File: src/rtl/dense_frame_ctrl.sv
// Frame sequencer around dense_top: packs a serial feature stream into wide beats,
// waits for the class scores, and reduces them to a class index with a signed argmax.
module dense_frame_ctrl #(
  parameter int DATA_WIDTH = 8,
  parameter int NUMI_ONCE  = 36,
  parameter int NUM_BEATS  = 3,
  parameter int NUM_CLASS  = 7,
  parameter int TIMEOUT    = 1023
) (
  input  logic                            clk,
  input  logic                            rstn,
  input  logic [DATA_WIDTH-1:0]           in_data,
  input  logic                            in_valid,
  output logic                            in_ready,
  output logic [DATA_WIDTH*NUMI_ONCE-1:0] dense_data_o,
  output logic                            dense_valid_o,
  input  logic [DATA_WIDTH*NUM_CLASS-1:0] dense_data_i,
  input  logic                            dense_valid_i,
  output logic [2:0]                      class_o,
  output logic [DATA_WIDTH-1:0]           score_o,
  output logic                            result_valid_o,
  output logic                            err_o
);

  localparam int VAL_W  = (NUMI_ONCE > 1) ? $clog2(NUMI_ONCE) : 1;
  localparam int BEAT_W = (NUM_BEATS > 1) ? $clog2(NUM_BEATS) : 1;
  localparam int SCAN_W = (NUM_CLASS > 1) ? $clog2(NUM_CLASS) : 1;
  localparam int WD_W   = $clog2(TIMEOUT + 1);

  localparam logic [VAL_W-1:0]  VAL_LAST  = VAL_W'(NUMI_ONCE - 1);
  localparam logic [BEAT_W-1:0] BEAT_LAST = BEAT_W'(NUM_BEATS - 1);
  localparam logic [SCAN_W-1:0] SCAN_LAST = SCAN_W'(NUM_CLASS - 1);
  localparam logic [WD_W-1:0]   WD_LAST   = WD_W'(TIMEOUT - 1);

  typedef enum logic [1:0] {
    S_FILL   = 2'd0,
    S_WAIT   = 2'd1,
    S_ARGMAX = 2'd2,
    S_DONE   = 2'd3
  } state_t;

  state_t                            state;
  logic [VAL_W-1:0]                  val_cnt;
  logic [BEAT_W-1:0]                 beat_cnt;
  logic [SCAN_W-1:0]                 scan_cnt;
  logic [WD_W-1:0]                   wd_cnt;
  logic [DATA_WIDTH*NUMI_ONCE-1:0]   pack;
  logic [DATA_WIDTH*NUMI_ONCE-1:0]   pack_nxt;
  logic signed [DATA_WIDTH-1:0]      scores [NUM_CLASS];
  logic signed [DATA_WIDTH-1:0]      best;
  logic signed [DATA_WIDTH-1:0]      score_cur;
  logic [2:0]                        idx;
  logic                              accept;
  logic                              win;

  assign accept = in_valid & in_ready;

  // Packing register with the current value already placed, so the final slot
  // can be forwarded to dense_data_o on the same edge it is accepted.
  always_comb begin
    pack_nxt = pack;
    pack_nxt[int'(val_cnt)*DATA_WIDTH +: DATA_WIDTH] = in_data;
  end

  // Strictly greater keeps the lower index on ties.
  always_comb begin
    score_cur = scores[scan_cnt];
    win       = (score_cur > best);
  end

  // Frame sequencer with registered outputs; pulse outputs default low each cycle.
  always_ff @(posedge clk) begin
    if (!rstn) begin
      state          <= S_FILL;
      val_cnt        <= '0;
      beat_cnt       <= '0;
      scan_cnt       <= '0;
      wd_cnt         <= '0;
      pack           <= '0;
      best           <= '0;
      idx            <= 3'd0;
      in_ready       <= 1'b0;
      dense_data_o   <= '0;
      dense_valid_o  <= 1'b0;
      class_o        <= 3'd0;
      score_o        <= '0;
      result_valid_o <= 1'b0;
      err_o          <= 1'b0;
      for (int i = 0; i < NUM_CLASS; i++) begin
        scores[i] <= '0;
      end
    end else begin
      dense_valid_o  <= 1'b0;
      result_valid_o <= 1'b0;
      err_o          <= 1'b0;
      case (state)
        S_FILL: begin
          in_ready <= 1'b1;
          if (accept) begin
            pack <= pack_nxt;
            if (val_cnt == VAL_LAST) begin
              val_cnt       <= '0;
              dense_data_o  <= pack_nxt;
              dense_valid_o <= 1'b1;
              if (beat_cnt == BEAT_LAST) begin
                beat_cnt <= '0;
                wd_cnt   <= '0;
                in_ready <= 1'b0;
                state    <= S_WAIT;
              end else begin
                beat_cnt <= beat_cnt + 1'b1;
              end
            end else begin
              val_cnt <= val_cnt + 1'b1;
            end
          end
          if (dense_valid_i) begin
            err_o <= 1'b1;
          end
        end
        S_WAIT: begin
          // A result arriving on the timeout edge takes priority over the abort.
          if (dense_valid_i) begin
            for (int i = 0; i < NUM_CLASS; i++) begin
              scores[i] <= dense_data_i[i*DATA_WIDTH +: DATA_WIDTH];
            end
            best     <= dense_data_i[DATA_WIDTH-1:0];
            idx      <= 3'd0;
            scan_cnt <= SCAN_W'(1);
            wd_cnt   <= '0;
            state    <= S_ARGMAX;
          end else if (wd_cnt == WD_LAST) begin
            err_o    <= 1'b1;
            wd_cnt   <= '0;
            val_cnt  <= '0;
            beat_cnt <= '0;
            scan_cnt <= '0;
            in_ready <= 1'b1;
            state    <= S_FILL;
          end else begin
            wd_cnt <= wd_cnt + 1'b1;
          end
        end
        S_ARGMAX: begin
          if (win) begin
            best <= score_cur;
            idx  <= 3'(scan_cnt);
          end
          if (scan_cnt == SCAN_LAST) begin
            class_o        <= win ? 3'(scan_cnt) : idx;
            score_o        <= win ? score_cur : best;
            result_valid_o <= 1'b1;
            state          <= S_DONE;
          end else begin
            scan_cnt <= scan_cnt + 1'b1;
          end
          if (dense_valid_i) begin
            err_o <= 1'b1;
          end
        end
        S_DONE: begin
          scan_cnt <= '0;
          in_ready <= 1'b1;
          state    <= S_FILL;
          if (dense_valid_i) begin
            err_o <= 1'b1;
          end
        end
        default: begin
          val_cnt  <= '0;
          beat_cnt <= '0;
          scan_cnt <= '0;
          wd_cnt   <= '0;
          in_ready <= 1'b0;
          state    <= S_FILL;
        end
      endcase
    end
  end

endmodule
File: config.mk
export PLATFORM = sky130hd
export DESIGN_NAME = dense_frame_ctrl
export DESIGN_NICKNAME = d
export VERILOG_FILES = /design/src/rtl/dense_frame_ctrl.sv
export SDC_FILE = /design/constraint.sdc
export NUM_CORES = 1
export LEC_CHECK = 0
export BUFFER_PORTS_ARGS = -buffer_cell sky130_fd_sc_hd__buf_4
export CORE_MARGIN = 3
export CORE_UTILIZATION = 42
export CTS_CLUSTER_SIZE = 24
export DETAILED_ROUTE_END_ITERATION = 16
export PLACE_DENSITY = 0.63
export SLEW_MARGIN = 20
export SYNTH_ARGS = -nofsm -noshare
export SYNTH_HDL_FRONTEND = slang
export SYNTH_SLANG_ARGS = --single-unit
File: constraint.sdc
create_clock -name clk -period 11.65 [get_ports clk]
set_input_delay 1.165 -clock clk [delete_from_list [all_inputs] [get_ports clk]]
set_output_delay 1.165 -clock clk [all_outputs]
set_load 0.005 [all_outputs]
Word-level counts from Yosys, hierarchy flattened
Memories as Yosys holds them, arrays and structs flattened. A register that Yosys moved wholly into a read port is not among the register bits. Index checks and enable logic that the tools add are counted.

Word-level logic and storage cells: 125. Output and inout port bits: 303. RAM bits: 56. Bits of input ports: 68. Memories kept: 1. Register bits: 625. Memory bits (read-only): 0. Latch bits: 0.

Multiply operators: 0. Magnitude comparators: 1. Div/mod/pow operators: 0. Reductions and logical operators: 18. Muxes and demuxes: 59. Equality and inequality tests: 16. $add $sub $neg: 5. Shift operators: 2. Bitwise gates (word level): 8.

Memories: scores (words 7, bits a word 8, read ports 1, clocked after memory_dff 1, write ports 7, line 49) `logic signed [DATA_WIDTH-1:0] scores [NUM_CLASS];`.

Operator list (count): $bwmux W288 (1); $shift A8 B33 Y288 const A (1); $shiftx A8 B33 Y288 (1); $mux W8 (9); $mux W10 (5); $neg A9 Y33 (1); $mux W6 (4); $mux W3 (7); $mux W2 (10); $pmux W10 S2 (1); $ne A2 B2 Y1 const B (8); $pmux W8 S2 (1); $mux W1 (14); $pmux W6 S2 (1); $reduce_and A3 Y1 (4); $add A10 B1 Y10 const B (1); $eq A10 B10 Y1 const B (1); $reduce_and A5 Y1 (2); $pmux W3 S3 (1); $gt A8 B8 Y1 (1); $pmux W2 S4 (1); $reduce_and A2 Y1 (4); $reduce_and A4 Y1 (2); $or A1 B1 Y1 (7); other kinds (17) (21).

Logic depth before layout (Yosys ltp)
Gate-level depths: netlist of run 1.

Word-level depth: 6. Gate-level depth with buffers: 14.

Worst setup path after synthesis of run 1
OpenSTA, ideal clock, no wires.

Path kind: input port to flip-flop. Start: input rstn. End: memory scores[0][0] (enable). Path slack: 7.814 ns. Stages on the path: 5. Arrival: 3.198 ns. Data required time: 11.012 ns. Library setup time: 0.638 ns. Path through: clkbuf_1 > clkbuf_1 > clkbuf_1 > buf_1 > nand2_1.

RTL lines: start, declared (line 11) `input logic rstn,`; end, declared (line 49).

Worst setup path in the final report of run 1
Start: register val_cnt[0]. End: register dense_data_o[102].

Longest elaborated chain between the ends: 3.

Ends and longest elaborated chain: start, declared (line 43) `logic [VAL_W-1:0] val_cnt;`; start signal, assigned (line 114) `val_cnt <= val_cnt + 1'b1;`; $neg A9 Y33 (line 62) `pack_nxt[int'(val_cnt)*DATA_WIDTH +: DATA_WIDTH] = in_data;`; $shiftx A8 B33 Y288 or $shift A8 B33 Y288 (tied branches) (line 62); $bwmux W288 (line 62); end signal, assigned (line 103) `dense_data_o <= pack_nxt;`; end, declared (line 15) `output logic [DATA_WIDTH*NUMI_ONCE-1:0] dense_data_o,`.

Several ways; a longest one is shown, not always the timed one. A chain may end at the register's enable or synchronous reset.

==> results of run 1 <==
==> through the flow <==
stage                     cell area, um2  hold slack [ps]  setup slack, ps  utilization [%]  power [mW]
final                              32300              452             7440             51.9        4.94
after CTS                          32300              451             7390             51.8        4.97
after floorplan                    26700              430             7810                -        2.53
after global placement             29800              438             7400             47.8        2.59
after global routing               32300              467             7050             51.9        5.08
after detailed placement           29800              444             7240             47.8        2.59
==> cell type report <==
class / count / area (um2)
timing repair buffer: 397 / 3000
inverter: 17 / 63.8
clock buffer: 98 / 2070
tap: 837 / 1050
multi-input combinational: 2010 / 11400
clock inverter: 33 / 423
fill: 5717 / 30000
sequential: 684 / 14300
==> critical path, delay by kind of cell (launching register included) <==
kind	cells	cell delay, ps
buf+inv	2	1670
simple gates	2	900
flops	1	640
compound gates	2	360
fa+ha+maj	1	340
==> kinds of logic (layout without fill, tap and decap cells) <==
kind of cell	after synthesis	count (layout)	synth area share, %
compound gates	766	766	16.1
fa+ha+maj	15	15	0.703
flops	684	684	53.4
mux	167	167	6.68
xor+xnor	16	16	0.525
simple gates	1046	1046	18.6
buf+inv	270	545	3.96
==> registers in the layout (all words and copies together), names as in the netlist, named ones only <==
signal	cells
score_o	8
val_cnt	6
idx	3
dense_valid_o	1
pack	288
scores	56
dense_data_o	288
scan_cnt	3
beat_cnt	2
class_o	3
in_ready	1
wd_cnt	10
err_o	1
result_valid_o	1
best	8
state	1
==> power by group through the flow <==
stage / combinational [mW] / clock [mW] / sequential [mW]
finish: 0.159 / 2.39 / 2.38
CTS: 0.157 / 2.43 / 2.38
global route: 0.169 / 2.53 / 2.38
global placement: 0.154 / 0 / 2.43
floorplan: 0.0943 / 0 / 2.43
detailed placement: 0.157 / 0 / 2.43
==> layout by cell type, fill, tap and decap left out, types with 16 or more instances in the layout <==
cell type	n
clkbuf_16	73
nor2_1	217
dfxtp_1	628
mux2i_1	151
a22o_1	31
nand3_1	306
a21oi_1	209
buf_4	395
o21ai_0	399
a31oi_1	22
and2_1	68
nand2_1	305
edfxtp_1	56
o211ai_1	17
nand4_1	54
inv_1	16
==> metal layers <==
metal	up-vias	wire, um	global-route usage [%]
li1	10900	-	-
met1	10800	36800	32.3
met2	735	39000	39.5
met3	114	5360	4.25
met4	0	1770	6.44
met5	-	0	0
==> path summary, 6_finish.rpt <==
kind / start / endpoint / slack [ps] / cells past startpoint
max reg2reg: val_cnt[0] / dense_data_o[102] / 7440 / 7
min: pack[205] / dense_data_o[205] / 450 / 2
max: val_cnt[0] / dense_data_o[102] / 7440 / 7
min reg2reg: pack[205] / dense_data_o[205] / 450 / 2
==> results.toml, run 1 <==
[critical_path]
crit_chain = "ha_1 > nand3_1 > nor2_4 > buf_4 > buf_4 > o21ai_0 > a21oi_1"
cp_max_fo = 109
cp_data_required_time_ps = 12170
critPathLaunchType = "flip-flop"
cpPeakStageDelay_ps = 870
criticalPathCategory = "flip-flop to flip-flop"
end_kind = "flip-flop"
critPathMostFrequentCell = "buf_4"
arrival_ps = 4730
crit_slowest_cell = "buf_4"

[timing]
setup_violations = 0
worst_slew_pin_slew_ps = 1070
slew_violations = 0
max_freq_mhz = 238
finalSetupTns_ps = 0
post-route-min-period_ps = 4210
rsz0062_at_grt = "false"
period_share_pct = 36.1
hold_viol = 0
relSlewSlack_pct = 28.6
fin_worst_skew_ps = 28.9

[cells_and_area]
syn2layout_area_growth_pct = 21.0
antenna_cells = 0
drive_above_1_share_pct = 18.1
finalNonFillerCells = 4076
nets = 3265

[cts]
cts_resized = 0
cts_tree = "yes"
clkSinkCount = 684
cts_buffer_depth = 3
clkTransAtPathRegs_ps = 70
clock_tree.root_cell = "clkbuf_16"
postCtsSetupBuffers = 0
holdBufCountCts = 0
cts_max_level = 3
numCtsBuffers = 72
clock_latency_ps = 620

[floorplan]
start_util_pct = 42.8
die_area_um2 = 66600
die_y_um = 258
dieWidth_um = 258
core-area_um2 = 62300
io_pins = 371
rows = 91

[logic_synthesis]
synthTopCellsByCount = "dfxtp_1 (628), o21ai_0 (399), nand2_1 (307)"
synthMostInstantiatedCell = "dfxtp_1"
yosysSeqAreaShare_pct = 53.4
yosys-top-cells-area = "dfxtp_1 (47%), o21ai_0 (7.5%), edfxtp_1 (6.3%)"
syn_inst = 2964
syn_nets = 3047
synth_top_cell_by_area = "dfxtp_1"
avgSynthCellArea_um2 = 9.00
synth.distinct_cells = 78
synth.ff_latch_count = 684
async_reset_ff_share_pct = 0
yosys_warnings = 0
synth_edf_count = 56
syn_area_um2 = 26700
synth_top_area_share_pct = 47.1
synthFlopType = "dfxtp_1"

[route]
wl_mm = 82.9
viasPerCell = 5.55
vias = 22600
antenna_left = 0
drc = 0
drtIter0Drc = 1937
wire_per_inst_um = 20.3
first_pass_iters = 5

[power]
clockPowerShare_pct = 48.5
p_sw_share_pct = 21.9
leakage_nw = 12.5
cellPowerDensity_nw_per_um2 = 153
netSwitchingPower_mw = 1.08
internal_power_mw = 3.86
power_frac_comb_pct = 3.2
power_frac_seq_pct = 48.3
irDropWorstVdd_mv = 0.110

[grt]
grt_use_total_pct = 23.9
grt_pass1_vias = 21500
grt_max_degree = 261
grt_pass1_wl_mm = 126
antenna_found_initial = 1
overflow = 0

[flow_run]
maxCapViolCount = 0

[placed_design]
dp_hpwl_mm = 55.3
dp.cells = 3945
io_buffers = 370
place_congestion = 0.808

[worst_hold_path]
hold_class = "flip-flop to flip-flop"

[status]
status = "completed"
No activity file was read; power rests on OpenSTA's default activity.
==> inputs of run 2 (changes only) <==
PLACE_DENSITY = 0.66   (was 0.63)
clock period = 3.65 ns   (was 11.65 ns; I/O delays follow)
==> run 2 against run 1 <==
  * Count of clock-buffer cells in the layout is 5 higher
  * Clock power grew to 3.2 times the previous value
  * Cell area is 1.1% higher
  * Routed wire length is 2.2% higher
  * Sequential power grew to 3.2 times the previous value
  * Register-to-register slack worse by 7100 ps
  * Total power grew to 3.2 times the previous value
  * Critical path depth is 1 higher
  * Critical endpoint is now pack[117]
  * Highest routed layer unchanged
==> results.toml, run 2 (synthesis results as in run 1) <==
[placed_design]
io_buffers = 370
dp.cells = 3979
dp_hpwl_mm = 57.7
place_congestion = 0.858

[grt]
grt_use_total_pct = 24.8
antenna_found_initial = 3
overflow = 0
grt_pass1_vias = 22300
grt_pass1_wl_mm = 131
grt_max_degree = 221

[timing]
setup_violations = 0
hold_viol = 0
slew_violations = 0
post-route-min-period_ps = 3340
worst_slew_pin_slew_ps = 1010
finalSetupTns_ps = 0
relSlewSlack_pct = 32.7
max_freq_mhz = 299
rsz0062_at_grt = "false"
fin_worst_skew_ps = 20.8
period_share_pct = 91.6

[cts]
cts_resized = 0
numCtsBuffers = 72
cts_tree = "yes"
clkSinkCount = 684
clkTransAtPathRegs_ps = 60
clock_tree.root_cell = "clkbuf_16"
cts_buffer_depth = 3
postCtsSetupBuffers = 0
holdBufCountCts = 2
cts_max_level = 3
clock_latency_ps = 620

[critical_path]
criticalPathCategory = "flip-flop to flip-flop"
r2r_end = "pack[117]"
cp_data_required_time_ps = 4140
cp_max_fo = 16
r2r_slack_ps = 310
critPathLaunchType = "flip-flop"
end_kind = "flip-flop"
crit_path_start = "val_cnt[1]"
reg2reg_depth = 8
worst_r2r_startpoint = "val_cnt[1]"
arrival_ps = 3830

[flow_run]
maxCapViolCount = 0

[route]
drtIter0Drc = 2010
wl_mm = 84.7
antenna_left = 0
first_pass_iters = 5
wire_per_inst_um = 20.6
viasPerCell = 5.60
drc = 0
vias = 23000

[cells_and_area]
finalNonFillerCells = 4109
final_cell_mix = "dfxtp_1 (628), buf_4 (422), o21ai_0 (399)"
nets = 3301
syn2layout_area_growth_pct = 22.3
top_regs = "dense_data_o: 288 flops, pack: 288 flops, scores: 56 flops"
final_common_cell = "dfxtp_1"
drive_above_1_share_pct = 18.8

[power]
internal_power_mw = 12.3
leakage_nw = 12.7
p_sw_share_pct = 22.0
clockPowerShare_pct = 48.4
netSwitchingPower_mw = 3.46
cellPowerDensity_nw_per_um2 = 483
power_frac_seq_pct = 48.2
power_frac_comb_pct = 3.4
p_total_mw = 15.8
irDropWorstVdd_mv = 0.300

[status]
status = "completed"

[floorplan]
start_util_pct = 42.8
rows = 91
io_pins = 371
die_y_um = 258
die_area_um2 = 66600
dieWidth_um = 258
core-area_um2 = 62300

[worst_hold_path]
worstHoldStart = "dense_data_i[47]"
hold_path_depth = 2
hold_end = "scores[5][7]"
hold_class = "primary input to flip-flop"
-- run 2: cell types whose count changed in the layout (fill, tap and decap cells not counted), sizes merged --
cell,previous run,this run
buf,397,431
clkinv,19,10
clkbuf,98,103
diode,0,2
dlygate4sd3,0,2
bufinv,8,7
-- run 2: routing by layer --
| metal | wire length [um] | global-route usage, % |
|---|---|---|
| met2 | 39200 | 39.7 |
| met1 | 36900 | 33.4 |
| met3 | 6440 | 5.82 |
| met4 | 2200 | 7.31 |
| met5 | 0 | 0 |
-- run 2: cell type report --
cell class,instances,area (um2)
clock inverters,23,357
well taps,837,1050
diodes,2,5.00
clock buffers,103,2110
repair buffers,433,3360
multi-input cells,2010,11400
fillers,5667,29600
inverters,17,63.8
flip-flops and latches,684,14300
-- run 2: worst max-delay path, cell delays in order, from the launching register on --
cell	delay, ps
dfxtp_1	520
inv_1	80
ha_1	270
nor3b_2	210
xnor2_1	520
nand2_1	370
or4_1	930
nand3_1	250
o21ai_2	70
-- run 2: worst max-delay path by stage --
stage                      endpoint  cells after the start
after floorplan             best[1]                     11
after global placement      best[0]                     12
after detailed placement    best[3]                     12
after CTS                   best[3]                     12
after global routing      pack[116]                      8
final                     pack[117]                      8
-- run 2: power groups by stage --
stage	combinational (mW)	sequential, mW	clock (mW)
global route	0.568	7.60	8.08
CTS	0.528	7.60	7.78
global placement	0.520	7.77	0
finish	0.537	7.61	7.63
detailed placement	0.525	7.77	0
floorplan	0.301	7.76	0
-- run 2: through the flow --
| step | worst slack, ps | hold WS, ps | util (%) | area, um2 |
|---|---|---|---|---|
| floorplan | 47.5 | 430 | - | 26700 |
| global placement | 419 | 438 | 48.4 | 30100 |
| detailed placement | 335 | 446 | 48.4 | 30100 |
| CTS | 315 | 0.281 | 52.4 | 32600 |
| global route | 103 | 5.82 | 52.4 | 32600 |
| finish | 306 | 38.7 | 52.4 | 32600 |
